### config.mk
export PLATFORM = sky130hd
export DESIGN_NAME = lcd12864_bus_writer
export DESIGN_NICKNAME = d
export VERILOG_FILES = /design/src/rtl/lcd12864_pkg.sv /design/src/rtl/lcd12864_bus_writer.sv
export SDC_FILE = /design/constraint.sdc
export NUM_CORES = 1
export LEC_CHECK = 0
export CELL_PAD_IN_SITES_DETAIL_PLACEMENT = 0
export CELL_PAD_IN_SITES_GLOBAL_PLACEMENT = 2
export CORE_MARGIN = 1.5
export CORE_UTILIZATION = 32
export CTS_CLUSTER_SIZE = 25
export DETAILED_ROUTE_END_ITERATION = 10
export GPL_TIMING_DRIVEN = 0
export HOLD_SLACK_MARGIN = 0.02
export PLACE_DENSITY_LB_ADDON = 0.08
export SYNTH_ARGS = -nofsm -noshare
export SYNTH_HDL_FRONTEND = slang
export SYNTH_SLANG_ARGS = --single-unit
### constraint.sdc
create_clock -name clk -period 1.7 [get_ports clk]
set_input_delay 0.51 -clock clk [delete_from_list [all_inputs] [get_ports clk]]
set_output_delay 0.51 -clock clk [all_outputs]
set_load 0.05 [all_outputs]
### src/rtl/lcd12864_pkg.sv
// Shared types and constants for the LCD12864 (ST7920) parallel write engine.
// The optional power-up init sequence is enabled with the macro LCD12864_INIT_EN.
package lcd12864_pkg;

  // Engine states. PWRUP and INIT are reachable only when the init feature is built in.
  typedef enum logic [2:0] {
    IDLE  = 3'd0,
    SETUP = 3'd1,
    PULSE = 3'd2,
    HOLD  = 3'd3,
    WAIT  = 3'd4,
    PWRUP = 3'd5,
    INIT  = 3'd6
  } lcd_state_e;

  // ST7920 basic instruction set commands.
  localparam logic [7:0] LCD_CMD_BASIC   = 8'h30;
  localparam logic [7:0] LCD_CMD_DISP_ON = 8'h0C;
  localparam logic [7:0] LCD_CMD_ENTRY   = 8'h06;
  localparam logic [7:0] LCD_CMD_CLEAR   = 8'h01;
  localparam logic [7:0] LCD_CMD_HOME    = 8'h02;

  // DDRAM start addresses of the four text lines.
  localparam logic [7:0] LCD_LINE0_ADDR = 8'h80;
  localparam logic [7:0] LCD_LINE1_ADDR = 8'h90;
  localparam logic [7:0] LCD_LINE2_ADDR = 8'h88;
  localparam logic [7:0] LCD_LINE3_ADDR = 8'h98;

  // Clear (0x01) and Home (0x02/0x03) need the long execution wait.
  function automatic logic is_long_cmd(input logic rs, input logic [7:0] dat);
    return !rs && ((dat == LCD_CMD_CLEAR) || (dat[7:1] == LCD_CMD_HOME[7:1]));
  endfunction

  // Byte written at each step of the power-up init sequence.
  function automatic logic [7:0] init_byte(input logic [1:0] step);
    logic [7:0] b;
    case (step)
      2'd0:    b = LCD_CMD_BASIC;
      2'd1:    b = LCD_CMD_DISP_ON;
      2'd2:    b = LCD_CMD_ENTRY;
      default: b = LCD_CMD_CLEAR;
    endcase
    return b;
  endfunction

  // Larger of two cycle counts, used to size the shared timing counter.
  function automatic int cyc_max(input int a, input int b);
    return (a > b) ? a : b;
  endfunction

endpackage

### src/rtl/lcd12864_bus_writer.sv
// Write-only physical-layer engine for the ST7920 LCD12864 8-bit parallel bus.
// One byte per valid/ready handshake; generates setup, enable pulse, hold and
// execution wait with a single reloading counter.
// Optional macro LCD12864_INIT_EN adds a power-up wait followed by the
// 0x30/0x0C/0x06/0x01 init sequence before the first upstream byte is accepted.
//
// Handshake: a byte transfers on a rising edge where wr_valid && wr_ready.
// wr_ready depends only on registered state; wr_valid seen while not ready is
// ignored, so upstream must hold the byte stable until it is accepted.
module lcd12864_bus_writer
  import lcd12864_pkg::*;
#(
  parameter int SETUP_CYC   = 4,
  parameter int EN_HIGH_CYC = 25,
  parameter int HOLD_CYC    = 4,
  parameter int EXEC_CYC    = 4000,
  parameter int CLEAR_CYC   = 90000,
  parameter int PWRUP_CYC   = 2500000
) (
  input  logic       clk,
  input  logic       rst,
  input  logic       wr_valid,
  output logic       wr_ready,
  input  logic       wr_rs,
  input  logic [7:0] wr_data,
  output logic       lcd_rs,
  output logic       lcd_rw,
  output logic       lcd_en,
  output logic [7:0] lcd_dat,
  output logic       busy,
  output logic       init_done
);

  localparam int MAX_CYC = cyc_max(cyc_max(cyc_max(SETUP_CYC, EN_HIGH_CYC),
                                           cyc_max(HOLD_CYC, EXEC_CYC)),
                                   cyc_max(CLEAR_CYC, PWRUP_CYC));
  localparam int CW = $clog2(MAX_CYC + 1);

  // Terminal counts: a phase of N cycles ends when the counter reaches N-1.
  localparam logic [CW-1:0] SETUP_LAST = CW'(SETUP_CYC - 1);
  localparam logic [CW-1:0] EN_LAST    = CW'(EN_HIGH_CYC - 1);
  localparam logic [CW-1:0] HOLD_LAST  = CW'(HOLD_CYC - 1);
  localparam logic [CW-1:0] EXEC_LAST  = CW'(EXEC_CYC - 1);
  localparam logic [CW-1:0] CLEAR_LAST = CW'(CLEAR_CYC - 1);
`ifdef LCD12864_INIT_EN
  localparam logic [CW-1:0] PWRUP_LAST = CW'(PWRUP_CYC - 1);
`endif

  lcd_state_e      r_state;
  lcd_state_e      w_state_nxt;
  logic [CW-1:0]   r_cnt;
  logic            r_rs;
  logic [7:0]      r_dat;
  logic            r_en;
  logic            w_init_done;
  logic            w_ready;
  logic            w_accept;
  logic            w_wait_last;
  logic            w_load;
  logic            w_load_rs;
  logic [7:0]      w_load_dat;

`ifdef LCD12864_INIT_EN
  logic            r_init_done;
  logic [1:0]      r_step;
  logic            w_init_fin;
  logic            w_step_inc;

  assign w_init_done = r_init_done;
`else
  assign w_init_done = 1'b1;
`endif

  assign w_ready  = (r_state == IDLE) && w_init_done;
  assign w_accept = wr_valid && w_ready;

  // The wait length follows the byte currently on the bus.
  assign w_wait_last = is_long_cmd(r_rs, r_dat) ? (r_cnt == CLEAR_LAST)
                                                : (r_cnt == EXEC_LAST);

  // Next-state and bus-load decode.
  always_comb begin
    w_state_nxt = r_state;
    w_load      = 1'b0;
    w_load_rs   = wr_rs;
    w_load_dat  = wr_data;
`ifdef LCD12864_INIT_EN
    w_init_fin  = 1'b0;
    w_step_inc  = 1'b0;
`endif
    case (r_state)
      IDLE: begin
        if (w_accept) begin
          w_state_nxt = SETUP;
          w_load      = 1'b1;
        end
      end
      SETUP: begin
        if (r_cnt == SETUP_LAST) w_state_nxt = PULSE;
      end
      PULSE: begin
        if (r_cnt == EN_LAST) w_state_nxt = HOLD;
      end
      HOLD: begin
        if (r_cnt == HOLD_LAST) w_state_nxt = WAIT;
      end
      WAIT: begin
        if (w_wait_last) begin
`ifdef LCD12864_INIT_EN
          if (!r_init_done) begin
            if (r_step == 2'd3) begin
              w_state_nxt = IDLE;
              w_init_fin  = 1'b1;
            end else begin
              w_state_nxt = INIT;
              w_step_inc  = 1'b1;
            end
          end else begin
            w_state_nxt = IDLE;
          end
`else
          w_state_nxt = IDLE;
`endif
        end
      end
`ifdef LCD12864_INIT_EN
      PWRUP: begin
        if (r_cnt == PWRUP_LAST) w_state_nxt = INIT;
      end
      INIT: begin
        // Internal accept: puts the current init command on the bus.
        w_state_nxt = SETUP;
        w_load      = 1'b1;
        w_load_rs   = 1'b0;
        w_load_dat  = init_byte(r_step);
      end
`endif
      default: begin
        w_state_nxt = IDLE;
      end
    endcase
  end

  // State register and the shared phase counter, reloaded on every state change.
  always_ff @(posedge clk or posedge rst) begin
    if (rst) begin
`ifdef LCD12864_INIT_EN
      r_state <= PWRUP;
`else
      r_state <= IDLE;
`endif
      r_cnt   <= '0;
    end else begin
      r_state <= w_state_nxt;
      if ((w_state_nxt != r_state) || (r_state == IDLE)) begin
        r_cnt <= '0;
      end else begin
        r_cnt <= r_cnt + CW'(1);
      end
    end
  end

  // Bus registers: rs/dat change only at accept, en is high exactly in PULSE.
  always_ff @(posedge clk or posedge rst) begin
    if (rst) begin
      r_rs  <= 1'b0;
      r_dat <= 8'h00;
      r_en  <= 1'b0;
    end else begin
      if (w_load) begin
        r_rs  <= w_load_rs;
        r_dat <= w_load_dat;
      end
      r_en <= (w_state_nxt == PULSE);
    end
  end

`ifdef LCD12864_INIT_EN
  // Init sequence progress and completion flag.
  always_ff @(posedge clk or posedge rst) begin
    if (rst) begin
      r_step      <= 2'd0;
      r_init_done <= 1'b0;
    end else begin
      if (w_step_inc) r_step <= r_step + 2'd1;
      if (w_init_fin) r_init_done <= 1'b1;
    end
  end
`endif

  assign wr_ready  = w_ready;
  assign busy      = (r_state != IDLE);
  assign init_done = w_init_done;
  assign lcd_rs    = r_rs;
  assign lcd_rw    = 1'b0;
  assign lcd_en    = r_en;
  assign lcd_dat   = r_dat;

endmodule

* Word-level counts from Yosys, hierarchy flattened
Index checks and enable logic that the tools add are counted.
** Word-level totals
- Bits in registers :: 35
- Input bits :: 12
- Output and inout port bits :: 14
- Logic and storage cells :: 35
** Cells by class
- Add/subtract/negate cells :: 1
- Eq/ne operators :: 12
- Muxes and demuxes :: 10
- Reduce and logical (&&, ||, !) cells :: 7
** Operators by type and width (number)
- 22-bit by 1-bit adder with 22-bit output (second input constant) :: 1
- 22-bit by 12-bit == test with 1-bit output (second input constant) :: 1
- 22-bit by 17-bit == test with 1-bit output (second input constant) :: 1
- 22-bit by 2-bit == test with 1-bit output (second input constant) :: 1
- 22-bit by 5-bit == test with 1-bit output (second input constant) :: 1
- 22-bit 2-to-1 mux :: 1
- 3-bit 2-to-1 mux :: 5
- 3-bit one-hot mux with 5 select lines :: 1
- 3-bit by 2-bit == test with 1-bit output (second input constant) :: 3
- 8-bit by 1-bit == test with 1-bit output (second input constant) :: 1
- 7-bit by 1-bit == test with 1-bit output (second input constant) :: 1
- 3-bit by 1-bit == test with 1-bit output (second input constant) :: 1
- 3-bit == test (second input constant) :: 1
- 3-bit logical NOT :: 1
- 1-bit 2-to-1 mux :: 3
- 3-bit != test :: 1
- 3-bit nonzero test :: 1
- 1-bit logical AND :: 2
- 1-bit logical OR :: 2
- 1-bit logical NOT :: 1

* Longest topological paths before layout
- Word-level depth :: 9
- Mapped depth :: 7
- Gate-level depth less buffers :: 6

* Worst setup path before layout
No wires, ideal clock.
- Path kind :: reg-to-output
- From :: register r_state[1]
- To :: output busy
- Data arrival time :: 2180 ps
- Required time :: 1190 ps
- Path slack :: -990 ps
- Cell stages (with the launch flop) :: 3
- Buffers on the path :: 0
- Path through :: dfrtp_1 nor3_1 inv_1
** On the way
- Cells in the longest elaborated chain, start to end :: 1
** Ends and longest elaborated chain
- start, declared :: line lcd12864_bus_writer.sv:49 : lcd_state_e r_state;
- start signal, assigned :: line lcd12864_bus_writer.sv:154 : r_state <= w_state_nxt;
- 3-bit nonzero test :: line lcd12864_bus_writer.sv:192 : assign busy = (r_state != IDLE);
- end, declared :: line lcd12864_bus_writer.sv:30 : output logic busy,
Every way passes these cells.

* Final worst setup path
- From :: register r_cnt[18]
- To :: register r_cnt[6]
** On the way
- Cells in the longest elaborated chain, start to end :: 7
- Elaborated cells between the ends (all ways) :: 13
- Classes of those cells :: eq/ne: 5; mux: 7; reduce/logical: 1
** Ends and longest elaborated chain
- start, declared :: line lcd12864_bus_writer.sv:51 : logic [CW-1:0] r_cnt;
- start signal, assigned :: line lcd12864_bus_writer.sv:158 : r_cnt <= r_cnt + CW'(1);
- 22-bit by 12-bit == test with 1-bit output / 22-bit by 17-bit == test with 1-bit output (equally long branches) :: line lcd12864_bus_writer.sv:79, lcd12864_bus_writer.sv:78
- 1-bit 2-to-1 mux :: line lcd12864_bus_writer.sv:78 : assign w_wait_last = is_long_cmd(r_rs, r_dat) ? (r_cnt == CLEAR_LAST)
- 3-bit 2-to-1 mux :: line lcd12864_bus_writer.sv:108 : if (w_wait_last) begin
- 3-bit one-hot mux with 5 select lines * :: line lcd12864_bus_writer.sv:91 : case (r_state)
- 3-bit != test * :: line lcd12864_bus_writer.sv:155 : if ((w_state_nxt != r_state) || (r_state == IDLE)) begin
- 1-bit logical OR * :: line lcd12864_bus_writer.sv:155
- 22-bit 2-to-1 mux * :: line lcd12864_bus_writer.sv:155
Mark *: on every way between the ends. The rest lies on a longest branch, timed or not.
A chain may end at the register's enable or synchronous reset.

==> results.yml <==
placed_design:
  gp_congestion: 0.779
  dp_hpwl_mm: 3.17
  dpl_cell_area_mm2: 0.00235
  place.port_buffers: 23
synth:
  yosysSeqAreaShare_pct: 44.3
  async_flop_share_pct: 100
  ys.warnings.count: 0
  ys_ff_latch: 35
  synth-edff-count: 0
  postSynthAreaPerCell_um2: 11.2
  syn_area_mm2: 0.00198
  yosys.cell_types.count: 41
  synth.area.top_cells: "dfrtp_1 44%, a21oi_2 8.9%, xor2_1 7.1%"
  synth_top_area_cell: "dfrtp_1"
  ys.flop_type: "dfrtp_1"
  syn-num-nets: 191
  syn_inst: 177
  synth_top_area_share_pct: 44.3
worst_hold_path:
  hold_depth: 1
  min_path_type: "flop to flop"
  hp-start: "r_cnt[0]"
  holdPathEnd: "r_cnt[0]"
critical_path:
  cp-end-kind: "flop"
  r2r_end: "r_cnt[6]"
  r2r_start: "r_cnt[18]"
  worstPathArrival_ns: 1.99
  rr_worst_depth: 7
  startpoint_type: "flop"
  crit_required_ns: 1.87
  critPathMaxFanout: 10
  critPathKind: "flop to flop"
  r2r_setup_slack_ns: -0.12
drt:
  finalWirelength_mm: 4.57
  drc: 0
  route.vias.total: 1474
  first_pass_iters: 4
  drt-vias-per-instance: 4.95
  wl_per_cell_um: 15.3
  drtAntennaViolNets: 0
  drtIter0Drc: 33
power:
  leakage_nw: 1.11
  p_clk_share_pct: 39.8
  pwr-share-seq_pct: 56.4
  power.density_mw_per_mm2: 557
  worst_ir_drop_vdd_uv: 298
  p_switching_uw: 329
  p_int_mw: 1.15
  swShare_pct: 22.3
  combPwrFrac_pct: 3.8
final_layout:
  num_antenna_cells: 0
  final_cell_mix: "27 x dfrtp_1, 20 x a21oi_2, 16 x xor2_1"
  seqCellArea_um2: 886
  fill_cells: 582
  post-route-util_pct: 44.4
  final_area_mm2: 0.00265
  layout_commonest_cell: "dfrtp_1"
  syn_to_final_growth_pct: 33.9
  drive_gt1_share_pct: 42.6
  nNetsFinal: 236
  multi_input_area_mm2: 0.00112
sta:
  slew_viol_final: 0
  fin_hold_ws_ns: 0.515
  period_needed_ns: 1.82
  hold_viol: 0
  setup_viol: 23
  rsz0062_at_grt: "yes"
  relSlewSlack_pct: 47.8
  final.setup_skew_ns: 0.00792
  finalCritPeriodShare_pct: 107
  fin_ws_ns: -0.123
  worstMarginPinSlew_ns: 0.781
  fmax_mhz: 549
outcome:
  status: "finished, violations left"
  violations: "setup timing"
cts:
  cts_tree: "done"
  insertion_delay_ns: 0.29
  clk_path_buf_depth: 2
  cts.sinks: 35
  cts_buffers: 5
  cts_hold_buf: 0
  htree_levels: 2
  clkTransAtPathRegs_ns: 0.07
  cts-root-buf: "clkbuf_8"
global_routing:
  grt_max_degree: 36
  antenna_found_initial: 0
  grt_pass1_wl_mm: 7.51
  grt_overflow: 0
  grt_usage_pct: 15.0
  grt_pass1_vias: 1517
floorplan:
  dieArea_mm2: 0.00665
  initial_core_util_pct: 33.2
  die_w_um: 81.6
  pin_count: 26
  fp-row-count: 28
  die_y_um: 81.6
  core_area_mm2: 0.00596
job:
  maxCapViolations: 0
critical path, stage by stage (launching register included):
cell and delay, ns:
dfrtp_1 0.40, nor4_2 0.34, nand3_2 0.19, buf_6 0.16
o31ai_4 0.20, a21o_4 0.21, buf_12 0.15, a21oi_2 0.06
layout make-up:
type | instances | share of cell area [%]
buffer | 9 | 4.21
sequential | 35 | 33.5
tap | 75 | 3.55
clock inverter | 1 | 0.189
timing repair buffer | 38 | 12.4
inverter | 6 | 0.993
clock buffer | 7 | 2.88
multi-input combinational | 127 | 42.3
per-stage QoR:
| step | TNS, ns | instances | power (mW) | worst slack (ns) |
|---|---|---|---|---|
| finish | -2.35 | 298 | 1.48 | -0.123 |
| global route | -4.12 | 298 | 1.54 | -0.193 |
| CTS | -2.75 | 295 | 1.50 | -0.139 |
| detailed placement | -23.09 | 275 | 0.906 | -0.585 |
| global placement | -21.02 | 275 | 0.904 | -0.522 |
| floorplan | -0.426 | 177 | 0.874 | -0.119 |
cell families (layout without fill, tap and decap cells):
family / after synthesis / in the layout / share of synthesized area [%]
xor+xnor: 21 / 21 / 9.31
buf+inv: 15 / 61 / 5.95
mux: 10 / 10 / 5.64
other cells: 2 / 2 / 0.380
flops: 35 / 35 / 44.3
simple gates: 62 / 62 / 19.8
compound gates: 30 / 30 / 13.3
fa+ha+maj: 2 / 2 / 1.27
cells in the mapped netlist, drive strengths merged, types with 5 or more instances:
cell	count
dfrtp	35
inv	6
nand2	12
nor4	8
xnor2	5
nand4	9
nor3	5
nor2	6
nand3	10
mux2	9
a21oi	22
xor2	16
buf	9
worst max-delay path by stage:
stage / slack (ns) / to / depth (start not counted) / startpoint
6_report: -0.12 / r_cnt[6] / 7 / r_cnt[18]
5_1_grt: -0.19 / r_cnt[9] / 7 / r_cnt[18]
4_1_cts: -0.14 / r_cnt[6] / 7 / r_cnt[18]
3_5_place_dp: -0.59 / lcd_dat[7] / 2 / rst
3_3_place_gp: -0.52 / lcd_dat[2] / 2 / rst
2_1_floorplan: -0.12 / busy / 2 / r_state[0]
registers in the layout, summed over array words and instances (netlist names):
name	flops
r_cnt	22
lcd_en	1
r_state	3
lcd_rs	1
lcd_dat	8
metal layers:
layer	GRT usage (%)	routed length [um]	part of all wire [%]
met5	0	0	0
met4	5.76	59	1.3
met3	2.67	146	3.2
met2	24.6	2240	49
met1	19.7	2120	46
power by group through the flow:
stage | sequential, mW | clock (mW) | combinational [mW]
2_1_floorplan | 0.848 | 0 | 0.0259
3_3_place_gp | 0.848 | 0 | 0.0561
3_5_place_dp | 0.848 | 0 | 0.0572
4_1_cts | 0.832 | 0.608 | 0.0584
5_1_grt | 0.832 | 0.646 | 0.0616
6_report | 0.832 | 0.587 | 0.0563
what timing repair did:
action,in CTS,in global routing
gates cloned,0,0
endpoints found under the setup margin,73,33
gates resized for setup,49,16
pin swaps,9,4
hold endpoints to repair,0,0
setup buffers,12,3
No activity file was read; power rests on OpenSTA's default activity.
